**config.mk**
```make
export PLATFORM = sky130hd
export DESIGN_NAME = mmio_button_port
export DESIGN_NICKNAME = d
export VERILOG_FILES = /design/src/rtl/mmio_button_port.sv
export SDC_FILE = /design/constraint.sdc
export NUM_CORES = 1
export LEC_CHECK = 0
export BUFFER_PORTS_ARGS = -buffer_cell sky130_fd_sc_hd__buf_2
export CORE_ASPECT_RATIO = 0.5
export CORE_MARGIN = 2
export CORE_UTILIZATION = 54
export CTS_BUF_LIST = sky130_fd_sc_hd__clkbuf_16
export CTS_CLUSTER_SIZE = 10
export DETAILED_ROUTE_END_ITERATION = 6
export GPL_TIMING_DRIVEN = 0
export PLACE_DENSITY = 0.73
export SYNTH_ARGS = -nofsm -noshare
export SYNTH_HDL_FRONTEND = slang
export SYNTH_SLANG_ARGS = --single-unit
```
**constraint.sdc**
```tcl
create_clock -name CLK -period 5.3 [get_ports CLK]
set_clock_uncertainty 0.2 [all_clocks]
set_input_delay 1.59 -clock CLK [delete_from_list [all_inputs] [get_ports CLK]]
set_output_delay 1.59 -clock CLK [all_outputs]
set_load 0.02 [all_outputs]
```
**src/rtl/mmio_button_port.sv**
```systemverilog
// rtl/mmio_button_port.sv - memory-mapped debounced button input port
//
// Purpose:
//   Synchronises and debounces raw board buttons, latches sticky press
//   events, counts presses and answers CPU loads/stores in a 4-word window
//   (LEVEL, EVENT, PRESS, IRQEN). Raises irq on any enabled pending event.
//
// Ports:
//   CLK        system clock
//   CLR        asynchronous active-high reset
//   btn_raw    raw asynchronous button pins, 1 = pressed
//   bus_en     one-cycle bus strobe; bus inputs sampled only when 1
//   bus_wr     1 = store, 0 = load
//   bus_addr   word address
//   bus_wdata  store data
//   bus_rdata  registered load data, bits 17:16 always 0
//   bus_hit    registered: previous strobe addressed this block
//   irq        |(EVENT & IRQEN)

module mmio_button_port #(
   parameter int          N_BTN      = 4,
   parameter logic [13:0] BASE_ADDR  = 14'h3FF0,
   parameter int          DEB_CYCLES = 1000000,
   parameter int          CNT_W      = 20
) (
   input  logic             CLK,
   input  logic             CLR,
   input  logic [N_BTN-1:0] btn_raw,
   input  logic             bus_en,
   input  logic             bus_wr,
   input  logic [13:0]      bus_addr,
   input  logic [15:0]      bus_wdata,
   output logic [17:0]      bus_rdata,
   output logic             bus_hit,
   output logic             irq
);

   logic [N_BTN-1:0] sync1;
   logic [N_BTN-1:0] sync2;
   logic [N_BTN-1:0] stable;
   logic [N_BTN-1:0] stable_nxt;
   logic [CNT_W-1:0] cnt     [N_BTN];
   logic [CNT_W-1:0] cnt_nxt [N_BTN];
   logic [N_BTN-1:0] press;
   logic [N_BTN-1:0] event_r;
   logic [N_BTN-1:0] irq_en;
   logic [15:0]      press_cnt;

   logic             hit;
   logic             acc;
   logic             st;
   logic             ld;
   logic [1:0]       off;
   logic [15:0]      rd_val;
   logic [N_BTN-1:0] w1c;
   logic             unused_wdata;

   function automatic logic [4:0] popcount(input logic [N_BTN-1:0] v);
      logic [4:0] s;
      s = '0;
      for (int i = 0; i < N_BTN; i++) begin
         s = s + 5'(v[i]);
      end
      return s;
   endfunction

   // Debounce: a level is accepted only after DEB_CYCLES consecutive
   // samples disagree with the current stable value; any agreeing sample
   // restarts the count.
   always_comb begin
      stable_nxt = stable;
      for (int i = 0; i < N_BTN; i++) begin
         cnt_nxt[i] = '0;
         if (sync2[i] != stable[i]) begin
            if (cnt[i] == CNT_W'(DEB_CYCLES - 1)) begin
               stable_nxt[i] = sync2[i];
            end else begin
               cnt_nxt[i] = cnt[i] + 1'b1;
            end
         end
      end
   end

   // Press pulses coincide with the edge that updates stable, so LEVEL and
   // EVENT change on the same clock.
   assign press = stable_nxt & ~stable;

   assign hit = (bus_addr[13:2] == BASE_ADDR[13:2]);
   assign acc = bus_en && hit;
   assign st  = acc && bus_wr;
   assign ld  = acc && !bus_wr;
   assign off = bus_addr[1:0];

   always_comb begin
      rd_val = '0;
      case (off)
         2'd0:    rd_val = 16'(stable);
         2'd1:    rd_val = 16'(event_r);
         2'd2:    rd_val = press_cnt;
         default: rd_val = 16'(irq_en);
      endcase
   end

   assign w1c          = (st && off == 2'd1) ? bus_wdata[N_BTN-1:0] : '0;
   assign unused_wdata = ^bus_wdata;

   always_ff @(posedge CLK or posedge CLR) begin
      if (CLR) begin
         sync1     <= '0;
         sync2     <= '0;
         stable    <= '0;
         for (int i = 0; i < N_BTN; i++) begin
            cnt[i] <= '0;
         end
         event_r   <= '0;
         irq_en    <= '0;
         press_cnt <= '0;
         bus_rdata <= '0;
         bus_hit   <= 1'b0;
      end else begin
         sync1  <= btn_raw;
         sync2  <= sync1;
         stable <= stable_nxt;
         for (int i = 0; i < N_BTN; i++) begin
            cnt[i] <= cnt_nxt[i];
         end

         // Set after clear: a press arriving with a W1C of the same bit wins.
         event_r <= (event_r & ~w1c) | press;

         // A store to PRESS wins over (and discards) this cycle's presses.
         if (st && off == 2'd2) begin
            press_cnt <= '0;
         end else begin
            press_cnt <= press_cnt + 16'(popcount(press));
         end

         if (st && off == 2'd3) begin
            irq_en <= bus_wdata[N_BTN-1:0];
         end

         if (ld) begin
            bus_rdata <= {2'b00, rd_val};
         end
         bus_hit <= acc;
      end
   end

   assign irq = |(event_r & irq_en);

endmodule

```
==> results of run 1 <==
## layout make-up
type	instances	area (um2)	share of cell area, %
repair buffers	44	265	3.54
well taps	165	206	2.76
plain buffers	22	100	1.34
inverters	15	60.1	0.802
multi-input cells	461	2940	39.2
clock inverters	15	164	2.19
clock buffers	17	425	5.68
flip-flops and latches	133	3330	44.5
## cells in the final DEF, fill, tap and decap left out, drive strengths merged, types with 4 or more instances in the layout
cell type	instances
and4	8
nand3	39
nand2	46
ha	5
nor2	75
nand4	25
o21ai	40
clkinv	6
a21oi	24
xor2	29
clkbuf	30
inv	16
xnor2	37
nor4	15
o31ai	10
buf	53
dfrtp	133
nor3	11
nor2b	6
a31o	4
mux2	12
nor4b	4
nand2b	5
or3	14
clkinvlp	5
or4	14
and3	12
mux4	4
## report_power, final
part	internal, mW	switching [mW]
registers	1.03	0.0114
clock network	0.733	0.448
logic	0.0273	0.0499
## registers in the layout, indices dropped and copies added, names as in the netlist
| signal | flops |
|---|---|
| bus_hit | 1 |
| bus_rdata | 16 |
| cnt | 80 |
| event_r | 4 |
| irq_en | 4 |
| press_cnt | 16 |
| stable | 4 |
| sync1 | 4 |
| sync2 | 4 |
## worst max-delay path by stage
| stage | from | to | depth (start not counted) |
|---|---|---|---|
| 6_report | cnt[60] | press_cnt[14] | 13 |
| 5_1_grt | cnt[60] | press_cnt[12] | 13 |
| 4_1_cts | cnt[60] | press_cnt[14] | 13 |
| 3_5_place_dp | cnt[60] | press_cnt[14] | 13 |
| 3_3_place_gp | CLR | cnt[72] | 2 |
| 2_1_floorplan | cnt[60] | press_cnt[14] | 13 |
## per-stage QoR
stage / cell area (um2) / power, mW / utilization (%) / std cells / hold slack (ns)
final: 7490 / 2.30 / 64.0 / 872 / 0.148
after global routing: 7490 / 2.38 / 64.0 / 872 / 0.157
after CTS: 7490 / 2.32 / 64.0 / 872 / 0.149
after detailed placement: 6900 / 1.13 / 59.0 / 840 / 0.136
after global placement: 6840 / 1.13 / 58.4 / 837 / 0.132
after floorplan: 6430 / 1.10 / - / 631 / 0.131
## per-layer routing
layer	vias up	wire, um
met1	2402	5970
met2	93	6040
met3	20	495
met4	0	220
met5	-	0
li1	2372	-
## logic make-up after synthesis
logic type	synth area share [%]
compound gates	7.80
buf+inv	2.44
simple gates	23.4
flops	51.9
other cells	0.0584
mux	3.51
fa+ha+maj	1.91
xor+xnor	9.01
==> results.py, run 1 <==
metrics = {
    "outcome": {
        "status": "finished clean",
    },
    "worst_setup_path": {
        "crit_top_cell": "fa_1",
        "worst_path_dominant_cell_family": "adder cells",
        "crit_chain": "ha_1, and4_1, clkbuf_1, nand2_1, or4_1, fa_1, inv_1, fa_1, fa_1, nand4_1, nor4_1, xnor2_1, nor2_1",
        "worstReg2RegStart": "cnt[60]",
        "reg2reg_depth": 13,
        "crit_arrival_ns": 4.31,
        "slowest_delay_ns": 0.65,
        "worstSetupEndpointType": "flip-flop",
        "worstSetupStartpointType": "flip-flop",
        "crit_path_top_delay_cell": "or4_1",
        "required_ns": 5.41,
        "path_buf_inv": 2,
        "critical_path.max_fanout": 6,
        "worstSetupPathType": "reg -> reg",
        "r2r-end": "press_cnt[14]",
        "r2r_slack_ns": 1.10,
    },
    "grt": {
        "grt_max_degree": 42,
        "antenna_found_initial": 0,
        "grt_use_total_pct": 21.8,
        "overflow": 0,
        "grt_pass1_vias": 4694,
        "met3_usage_pct": 5.50,
        "gr-usage-met2_pct": 33.7,
        "grt_pass1_wl_um": 21900,
        "grt_util_met1_pct": 29.7,
        "top_usage_layer": "met2",
    },
    "synth": {
        "yosysTopAreaCellShare_pct": 51.9,
        "synthArstFlopShare_pct": 100,
        "synth_top_area_cell": "dfrtp_1",
        "netlist_area_um2": 6420,
        "syn_inst": 630,
        "yosys_warnings": 0,
        "ys_seq_area_share_pct": 51.9,
        "synthMostInstantiatedCell": "dfrtp_1",
        "syn_area_per_cell_um2": 10.2,
        "ys_ff_latch": 133,
        "synth_ff_type": "dfrtp_1",
        "netlist_top_cells_area": "dfrtp_1, xnor2_1, nor2_1",
        "ys_types": 48,
        "synth_edf_count": 0,
        "synth_commonest_cells": "dfrtp_1, nor2_1, nand2_1",
    },
    "floorplanning": {
        "die-area_um2": 12800,
        "core_um2": 11700,
        "die_w_um": 158,
        "ios": 58,
        "fp.dieH_um": 81.1,
        "initial_core_util_pct": 54.9,
        "num_rows": 28,
    },
    "hold_path": {
        "hold_class": "reg -> reg",
        "min_path_cells": 0,
        "hp-start": "sync1[1]",
        "hold_end": "sync2[1]",
    },
    "route": {
        "vias": 4887,
        "drc": 0,
        "drtIter0Drc": 232,
        "drt_pass1_iterations": 5,
        "drt-total-wl_um": 12700,
        "ant_nets": 0,
        "vias_per_cell": 5.60,
        "wl_per_cell_um": 14.6,
    },
    "clock_network": {
        "cts.sinks": 133,
        "clk_pin_slew_ns": 0.06,
        "ctsHtreeMaxLevel": 4,
        "worstSkewPairLatency_ns": 0.42,
        "holdBufCountCts": 0,
        "cts-resized-gates": 0,
        "postCtsSetupRepairBufs": 0,
        "cts_buffers": 17,
        "cts_tree": "done",
        "max-clock-path-buffers": 2,
        "clock-root-buffer": "clkbuf_16",
    },
    "sta": {
        "setup_violations": 0,
        "period_needed_ns": 4.20,
        "clock.fmax_mhz": 238,
        "drv_slew": 0,
        "rsz0062_at_grt": "false",
        "tightest_slew_ns": 0.784,
        "period_share_pct": 79.3,
        "worst_slack_ns": 1.10,
        "max-slew-margin-rel_pct": 47.4,
        "hold_violations": 0,
        "tns_ns": 0,
    },
    "pwr": {
        "p_per_area_nw_per_um2": 307,
        "power.leakage_nw": 3.24,
        "ir_worst_vdd_mv": 0.153,
    },
    "layout": {
        "drive_gt1_share_pct": 16.5,
        "syn_to_final_growth_pct": 16.6,
        "diodes": 0,
        "fin_nets": 740,
        "fill_cells": 948,
    },
    "job": {
        "max_cap_violations": 0,
    },
    "place": {
        "portBuffers": 41,
        "place_hpwl_um": 8590,
        "place_ws_ns": 1.10,
        "routabilityCongestion": 0.830,
    },
}
(Power assumes the default switching activity.)
==> run 2, diff against run 1 <==
--- a/config.mk
+++ b/config.mk
@@ -5,15 +5,16 @@
 export SDC_FILE = /design/constraint.sdc
 export NUM_CORES = 1
 export LEC_CHECK = 0
+export ABC_AREA = 1
 export BUFFER_PORTS_ARGS = -buffer_cell sky130_fd_sc_hd__buf_2
 export CORE_ASPECT_RATIO = 0.5
 export CORE_MARGIN = 2
-export CORE_UTILIZATION = 54
+export CORE_UTILIZATION = 60
 export CTS_BUF_LIST = sky130_fd_sc_hd__clkbuf_16
 export CTS_CLUSTER_SIZE = 10
 export DETAILED_ROUTE_END_ITERATION = 6
 export GPL_TIMING_DRIVEN = 0
-export PLACE_DENSITY = 0.73
+export PLACE_DENSITY = 0.77
 export SYNTH_ARGS = -nofsm -noshare
 export SYNTH_HDL_FRONTEND = slang
 export SYNTH_SLANG_ARGS = --single-unit
==> constraint.sdc (replaced) <==
create_clock -name CLK -period 3.87 [get_ports CLK]
set_clock_uncertainty 0.2 [all_clocks]
set_input_delay 1.161 -clock CLK [delete_from_list [all_inputs] [get_ports CLK]]
set_output_delay 1.161 -clock CLK [all_outputs]
set_load 0.02 [all_outputs]
==> run 2 against run 1 <==
Effect of this change: combinational power up 50%; register-to-register slack worse by 0.90 ns; critical path depth up 4; sequential cell count unchanged; first-iteration DRC count up 73%; worst setup slack worse by 0.90 ns; critical path type unchanged.
==> results.py, run 2 <==
metrics = {
    "sta": {
        "rsz0062_at_grt": "false",
        "worst_slack_ns": 0.202,
        "clock.fmax_mhz": 273,
        "setup_violations": 0,
        "max-slew-margin-rel_pct": 60.9,
        "period_needed_ns": 3.67,
        "tightest_slew_ns": 0.585,
        "period_share_pct": 94.8,
        "hold_violations": 0,
        "drv_slew": 0,
    },
    "route": {
        "wl_per_cell_um": 13.1,
        "vias_per_cell": 5.16,
        "drc": 0,
        "drt-total-wl_um": 15000,
        "vias": 5921,
        "drtIter0Drc": 402,
        "drt_pass1_iterations": 5,
        "ant_nets": 0,
    },
    "synth": {
        "synth_top_family_by_area": "simple AND/OR/NAND/NOR gates",
        "yosys_warnings": 0,
        "syn_inst": 902,
        "synth_mux_area_share_pct": 0,
        "ys_ff_latch": 133,
        "synth_commonest_cells": "nand2_1, nor2_1, dfrtp_1",
        "netlist_top_cells_area": "dfrtp_1, nand2_1, nor2_1",
        "synth_ff_type": "dfrtp_1",
        "yosys.area_share.simple_pct": 34.9,
        "synth_fa_ha_area_share_pct": 1.72,
        "synthMostInstantiatedCell": "nand2_1",
        "synth_edf_count": 0,
        "ys_types": 39,
        "netlist_area_um2": 7120,
        "syn_area_per_cell_um2": 7.90,
        "ys_seq_area_share_pct": 46.7,
        "synthArstFlopShare_pct": 100,
        "yosysTopAreaCellShare_pct": 46.7,
        "synth_top_area_cell": "dfrtp_1",
        "synth_xor_area_share_pct": 5.80,
        "synth_compound_area_share_pct": 4.48,
    },
    "worst_setup_path": {
        "worstSetupStartpointType": "flip-flop",
        "crit_chain": "ha_2, nand3_2, nor3_4, nand3_4, nor2_2, nand2_2, fa_1, inv_1, fa_1, fa_2, nand2_1, nor2_1, inv_1, nor2_1, or2_2, nand3_1, inv_1",
        "crit_top_cell": "inv_1",
        "crit_arrival_ns": 3.77,
        "path_buf_inv": 3,
        "worst_path_dominant_cell_family": "adder cells",
        "required_ns": 3.97,
        "critical_path.max_fanout": 4,
        "worstSetupPathType": "reg -> reg",
        "slowest_delay_ns": 0.54,
        "reg2reg_depth": 17,
        "path_depth": 17,
        "worstSetupEndpointType": "flip-flop",
        "crit_path_top_delay_cell": "fa_1",
    },
    "hold_path": {
        "min_path_cells": 0,
        "hold_class": "reg -> reg",
    },
    "floorplanning": {
        "ios": 58,
        "die_w_um": 158,
        "fp.dieH_um": 81.0,
        "initial_core_util_pct": 60.9,
        "die-area_um2": 12800,
        "core_um2": 11700,
        "num_rows": 28,
    },
    "clock_network": {
        "clk_pin_slew_ns": 0.06,
        "cts_tree": "done",
        "holdBufCountCts": 0,
        "worstSkewPairLatency_ns": 0.41,
        "cts.sinks": 133,
        "clock-root-buffer": "clkbuf_16",
        "ctsHtreeMaxLevel": 4,
        "cts_buffers": 17,
        "max-clock-path-buffers": 2,
    },
    "layout": {
        "regMostFlops": "cnt",
        "syn_to_final_growth_pct": 15.6,
        "drive_gt1_share_pct": 15.7,
        "stdcell_area_um2": 8240,
        "diodes": 0,
        "layout_common_cells": "nand2_1, nor2_1, dfrtp_1, inv_1, nand3_1",
        "largestRegisters": "cnt (80), bus_rdata (16), press_cnt (16)",
        "layout_commonest_cell": "nand2_1",
        "largest_register_ffs": 80,
        "fin_nets": 1015,
    },
    "pwr": {
        "switchingPower_uw": 660,
        "power.leakage_nw": 3.81,
        "ir_worst_vdd_mv": 0.226,
        "p_per_area_nw_per_um2": 384,
        "power.share.switching_pct": 20.9,
        "clkPwrFrac_pct": 51.5,
        "p_comb_share_pct": 3.7,
        "p_seq_share_pct": 44.9,
        "intPower_mw": 2.50,
    },
    "place": {
        "routabilityCongestion": 0.843,
        "place_hpwl_um": 10300,
        "portBuffers": 42,
        "place_area_um2": 7610,
        "place_ws_ns": -0.00190,
    },
    "outcome": {
        "status": "finished clean",
    },
    "grt": {
        "grt_max_degree": 43,
        "antenna_found_initial": 0,
        "grt_pass1_wl_um": 25600,
        "grt_use_total_pct": 25.5,
        "overflow": 0,
        "grt_pass1_vias": 5696,
    },
    "job": {
        "max_cap_violations": 0,
    },
}
-- run 2: cell families (layout without fill, tap and decap cells) --
kind of cell,after synthesis,in the layout
other cells,1,2
fa+ha+maj,8,8
xor+xnor,45,45
flops,133,133
compound gates,51,51
simple gates,553,553
buf+inv,111,190
-- run 2: cell type report --
cell class | count | area (um2)
buffer | 8 | 62.6
clock buffer | 17 | 425
clock inverter | 15 | 169
fill | 930 | 3470
inverter | 103 | 393
multi-input combinational | 659 | 3370
sequential | 133 | 3330
tap | 165 | 206
timing repair buffer | 47 | 285
-- run 2: power groups by stage --
stage / Clock [mW] / Combinational (mW) / Sequential [mW]
final: 1.63 / 0.116 / 1.42
after global routing: 1.72 / 0.135 / 1.42
after CTS: 1.65 / 0.119 / 1.42
after detailed placement: 0 / 0.118 / 1.44
after global placement: 0 / 0.107 / 1.44
after floorplan: 0 / 0.0747 / 1.44
-- run 2: path summary, 6_finish.rpt --
kind / slack [ns] / from / end
worst max register to register: 0.20 / cnt[60] / press_cnt[6]
min in group asynchronous: 0.62 / CLR / cnt[73]
worst min-delay path: 0.15 / sync1[1] / sync2[1]
worst max-delay path: 0.20 / cnt[60] / press_cnt[6]
max in group asynchronous: 2.26 / CLR / bus_rdata[15]
worst min register to register: 0.15 / sync1[1] / sync2[1]
-- run 2: routing by layer --
metal	GRT usage, %	part of all wire (%)	vias up
met5	0	0	-
met4	9.91	2.0	0
met3	4.91	3.5	33
met2	43.7	49	127
met1	32.5	45	2787
li1	-	-	2974
-- run 2: timing repair --
| item | 4_1_cts | 5_1_grt |
|---|---|---|
| gates cloned | 0 | 0 |
| pin swaps | 2 | 2 |
| endpoints found under the setup margin | 1 | 3 |
| gates resized for setup | 0 | 5 |
| setup buffers | 2 | 0 |
| endpoints found under the hold margin | 0 | 0 |
-- run 2: through the flow --
step                util [%]  total power, mW  hold slack (ns)  cells  setup TNS (ns)
floorplan                  -             1.51            0.131    903               0
global placement        64.5             1.55            0.132   1110               0
detailed placement      65.0             1.56            0.136   1113        -0.00190
CTS                     70.2             3.19            0.148   1147               0
global route            70.4             3.27            0.166   1147               0
finish                  70.4             3.16            0.149   1147               0
==> run 3, diff against run 2 <==
--- a/config.mk
+++ b/config.mk
@@ -7,14 +7,17 @@
 export LEC_CHECK = 0
 export ABC_AREA = 1
 export BUFFER_PORTS_ARGS = -buffer_cell sky130_fd_sc_hd__buf_2
+export CELL_PAD_IN_SITES_DETAIL_PLACEMENT = 1
+export CELL_PAD_IN_SITES_GLOBAL_PLACEMENT = 1
 export CORE_ASPECT_RATIO = 0.5
 export CORE_MARGIN = 2
-export CORE_UTILIZATION = 60
+export CORE_UTILIZATION = 45
 export CTS_BUF_LIST = sky130_fd_sc_hd__clkbuf_16
 export CTS_CLUSTER_SIZE = 10
 export DETAILED_ROUTE_END_ITERATION = 6
 export GPL_TIMING_DRIVEN = 0
 export PLACE_DENSITY = 0.77
+export REMOVE_ABC_BUFFERS = 1
 export SYNTH_ARGS = -nofsm -noshare
 export SYNTH_HDL_FRONTEND = slang
 export SYNTH_SLANG_ARGS = --single-unit
==> run 3 against run 2 <==
Effect of this change: combinational power about the same; maximum frequency increased by 2.0%; utilization decreased by 17 points; largest power group unchanged.
==> results.py, run 3 (synthesis gave the netlist of run 2 again) <==
metrics = {
    "layout": {
        "final_util_pct": 53.2,
        "regArea_um2": 3330,
        "diodes": 0,
        "fin_cells": 1178,
        "stdcell_area_um2": 8230,
        "fill_cells": 1936,
        "regMostFlops": "cnt",
        "fin_nets": 1008,
        "syn_to_final_growth_pct": 15.5,
        "layout_commonest_cell": "nand2_1",
        "largest_register_ffs": 80,
        "multi_input_area_um2": 3360,
        "layout_common_cells": "nand2_1, nor2_1, dfrtp_1, inv_1, nand3_1",
        "drive_gt1_share_pct": 15.4,
        "largestRegisters": "cnt (80), bus_rdata (16), press_cnt (16)",
    },
    "sta": {
        "max-slew-margin-rel_pct": 52.8,
        "drv_slew": 0,
        "setup_violations": 0,
        "tightest_slew_ns": 0.707,
        "hold_ws_ns": 0.150,
        "period_share_pct": 92.9,
        "clock.fmax_mhz": 278,
        "rsz0062_at_grt": "false",
        "hold_violations": 0,
        "period_needed_ns": 3.59,
        "tns_ns": 0,
        "worst_slack_ns": 0.275,
    },
    "worst_setup_path": {
        "worstReg2RegStart": "cnt[60]",
        "worstSetupStartpointType": "flip-flop",
        "required_ns": 3.98,
        "worstSetupPathType": "reg -> reg",
        "worstSetupEndpointType": "flip-flop",
        "critPathCapture": "press_cnt[6]",
        "r2r-end": "press_cnt[6]",
        "critical_path.max_fanout": 4,
        "r2r_slack_ns": 0.28,
        "crit_arrival_ns": 3.71,
        "cp-startpoint": "cnt[60]",
        "reg2reg_depth": 17,
    },
    "clock_network": {
        "max-clock-path-buffers": 2,
        "clk_pin_slew_ns": 0.06,
        "ctsHtreeMaxLevel": 4,
        "holdBufCountCts": 0,
        "clock-root-buffer": "clkbuf_16",
        "worstSkewPairLatency_ns": 0.43,
        "cts_buffers": 17,
        "cts.sinks": 133,
        "cts_tree": "done",
    },
    "hold_path": {
        "hold_class": "reg -> reg",
    },
    "floorplanning": {
        "die-area_um2": 16900,
        "core_um2": 15500,
        "ios": 58,
        "die_w_um": 182,
        "initial_core_util_pct": 46.1,
        "num_rows": 32,
        "fp.dieH_um": 93.0,
    },
    "pwr": {
        "power.leakage_nw": 3.77,
        "p_per_area_nw_per_um2": 395,
        "total_power_mw": 3.25,
        "ir_worst_vdd_mv": 0.325,
    },
    "route": {
        "wl_per_cell_um": 15.2,
        "vias": 5934,
        "ant_nets": 0,
        "vias_per_cell": 5.04,
        "drc": 0,
        "drt_pass1_iterations": 4,
        "drt-total-wl_um": 17900,
        "drtIter0Drc": 227,
    },
    "place": {
        "portBuffers": 43,
        "routabilityCongestion": 0.785,
        "place_hpwl_um": 12200,
        "place_area_um2": 7570,
        "place_ws_ns": -0.0554,
        "placedCellCount": 1143,
    },
    "grt": {
        "grt_use_total_pct": 23.2,
        "overflow": 0,
        "grt_max_degree": 72,
        "antenna_found_initial": 0,
        "grt_pass1_vias": 6387,
        "grt_pass1_wl_um": 31100,
    },
    "job": {
        "max_cap_violations": 0,
    },
    "outcome": {
        "status": "finished clean",
    },
}
run 3: cell types whose count changed in the layout (fill, tap and decap cells not counted), sizes merged:
cell / change
clkinvlp: +1
clkinv: -3
clkbuf: -1
inv: +1
buf: -6
run 3: where the power goes:
part / switching [mW] / leakage, nW / internal, mW / total (mW)
logic: 0.0829 / 1.67 / 0.0324 / 0.115
registers: 0.0119 / 1.81 / 1.41 / 1.42
clock network: 0.645 / 0.298 / 1.07 / 1.72
total: 0.740 / 3.77 / 2.51 / 3.25
run 3: layout make-up:
cell class	count	share of cell area [%]
multi-input cells	659	40.9
clock buffers	17	5.17
clock inverters	14	2.28
inverters	103	4.79
well taps	204	3.10
flip-flops and latches	133	40.5
repair buffers	48	3.32
run 3: worst min-delay path by stage:
| stage | to | cells after the start | slack, ns | startpoint |
|---|---|---|---|---|
| final | sync2[2] | 0 | 0.15 | sync1[2] |
| after global routing | sync2[3] | 0 | 0.16 | sync1[3] |
| after CTS | sync2[2] | 0 | 0.15 | sync1[2] |
| after detailed placement | sync2[3] | 0 | 0.14 | sync1[3] |
| after global placement | sync2[3] | 0 | 0.13 | sync1[3] |
| after floorplan | sync2[0] | 0 | 0.13 | sync1[0] |
run 3: critical path: stages, from the launching register on:
cell     delay, ns
dfrtp_1       0.37
ha_2          0.21
nand3_2       0.13
nor3_4        0.20
nand3_4       0.11
nor2_2        0.10
nand2_2       0.09
fa_1          0.53
inv_1         0.06
fa_2          0.39
fa_2          0.36
nand2_1       0.09
nor2_1        0.07
inv_1         0.08
nor2_1        0.08
or2_2         0.28
nand3_1       0.08
inv_1         0.05
run 3: metal layers:
metal  GRT usage [%]  up-vias  part of all wire (%)
li1                -     2951                     -
met1            29.3     2937                    47
met2            41.1       34                    50
met3            4.92       12                   1.9
met4            5.85        0                  0.83
met5               0        -                     0
run 3: timing repair:
action	in CTS	in global routing
resized for setup	2	3
buffers inserted	2	2
pin swaps	2	4
endpoints found under the setup margin	1	3
gates cloned	0	0
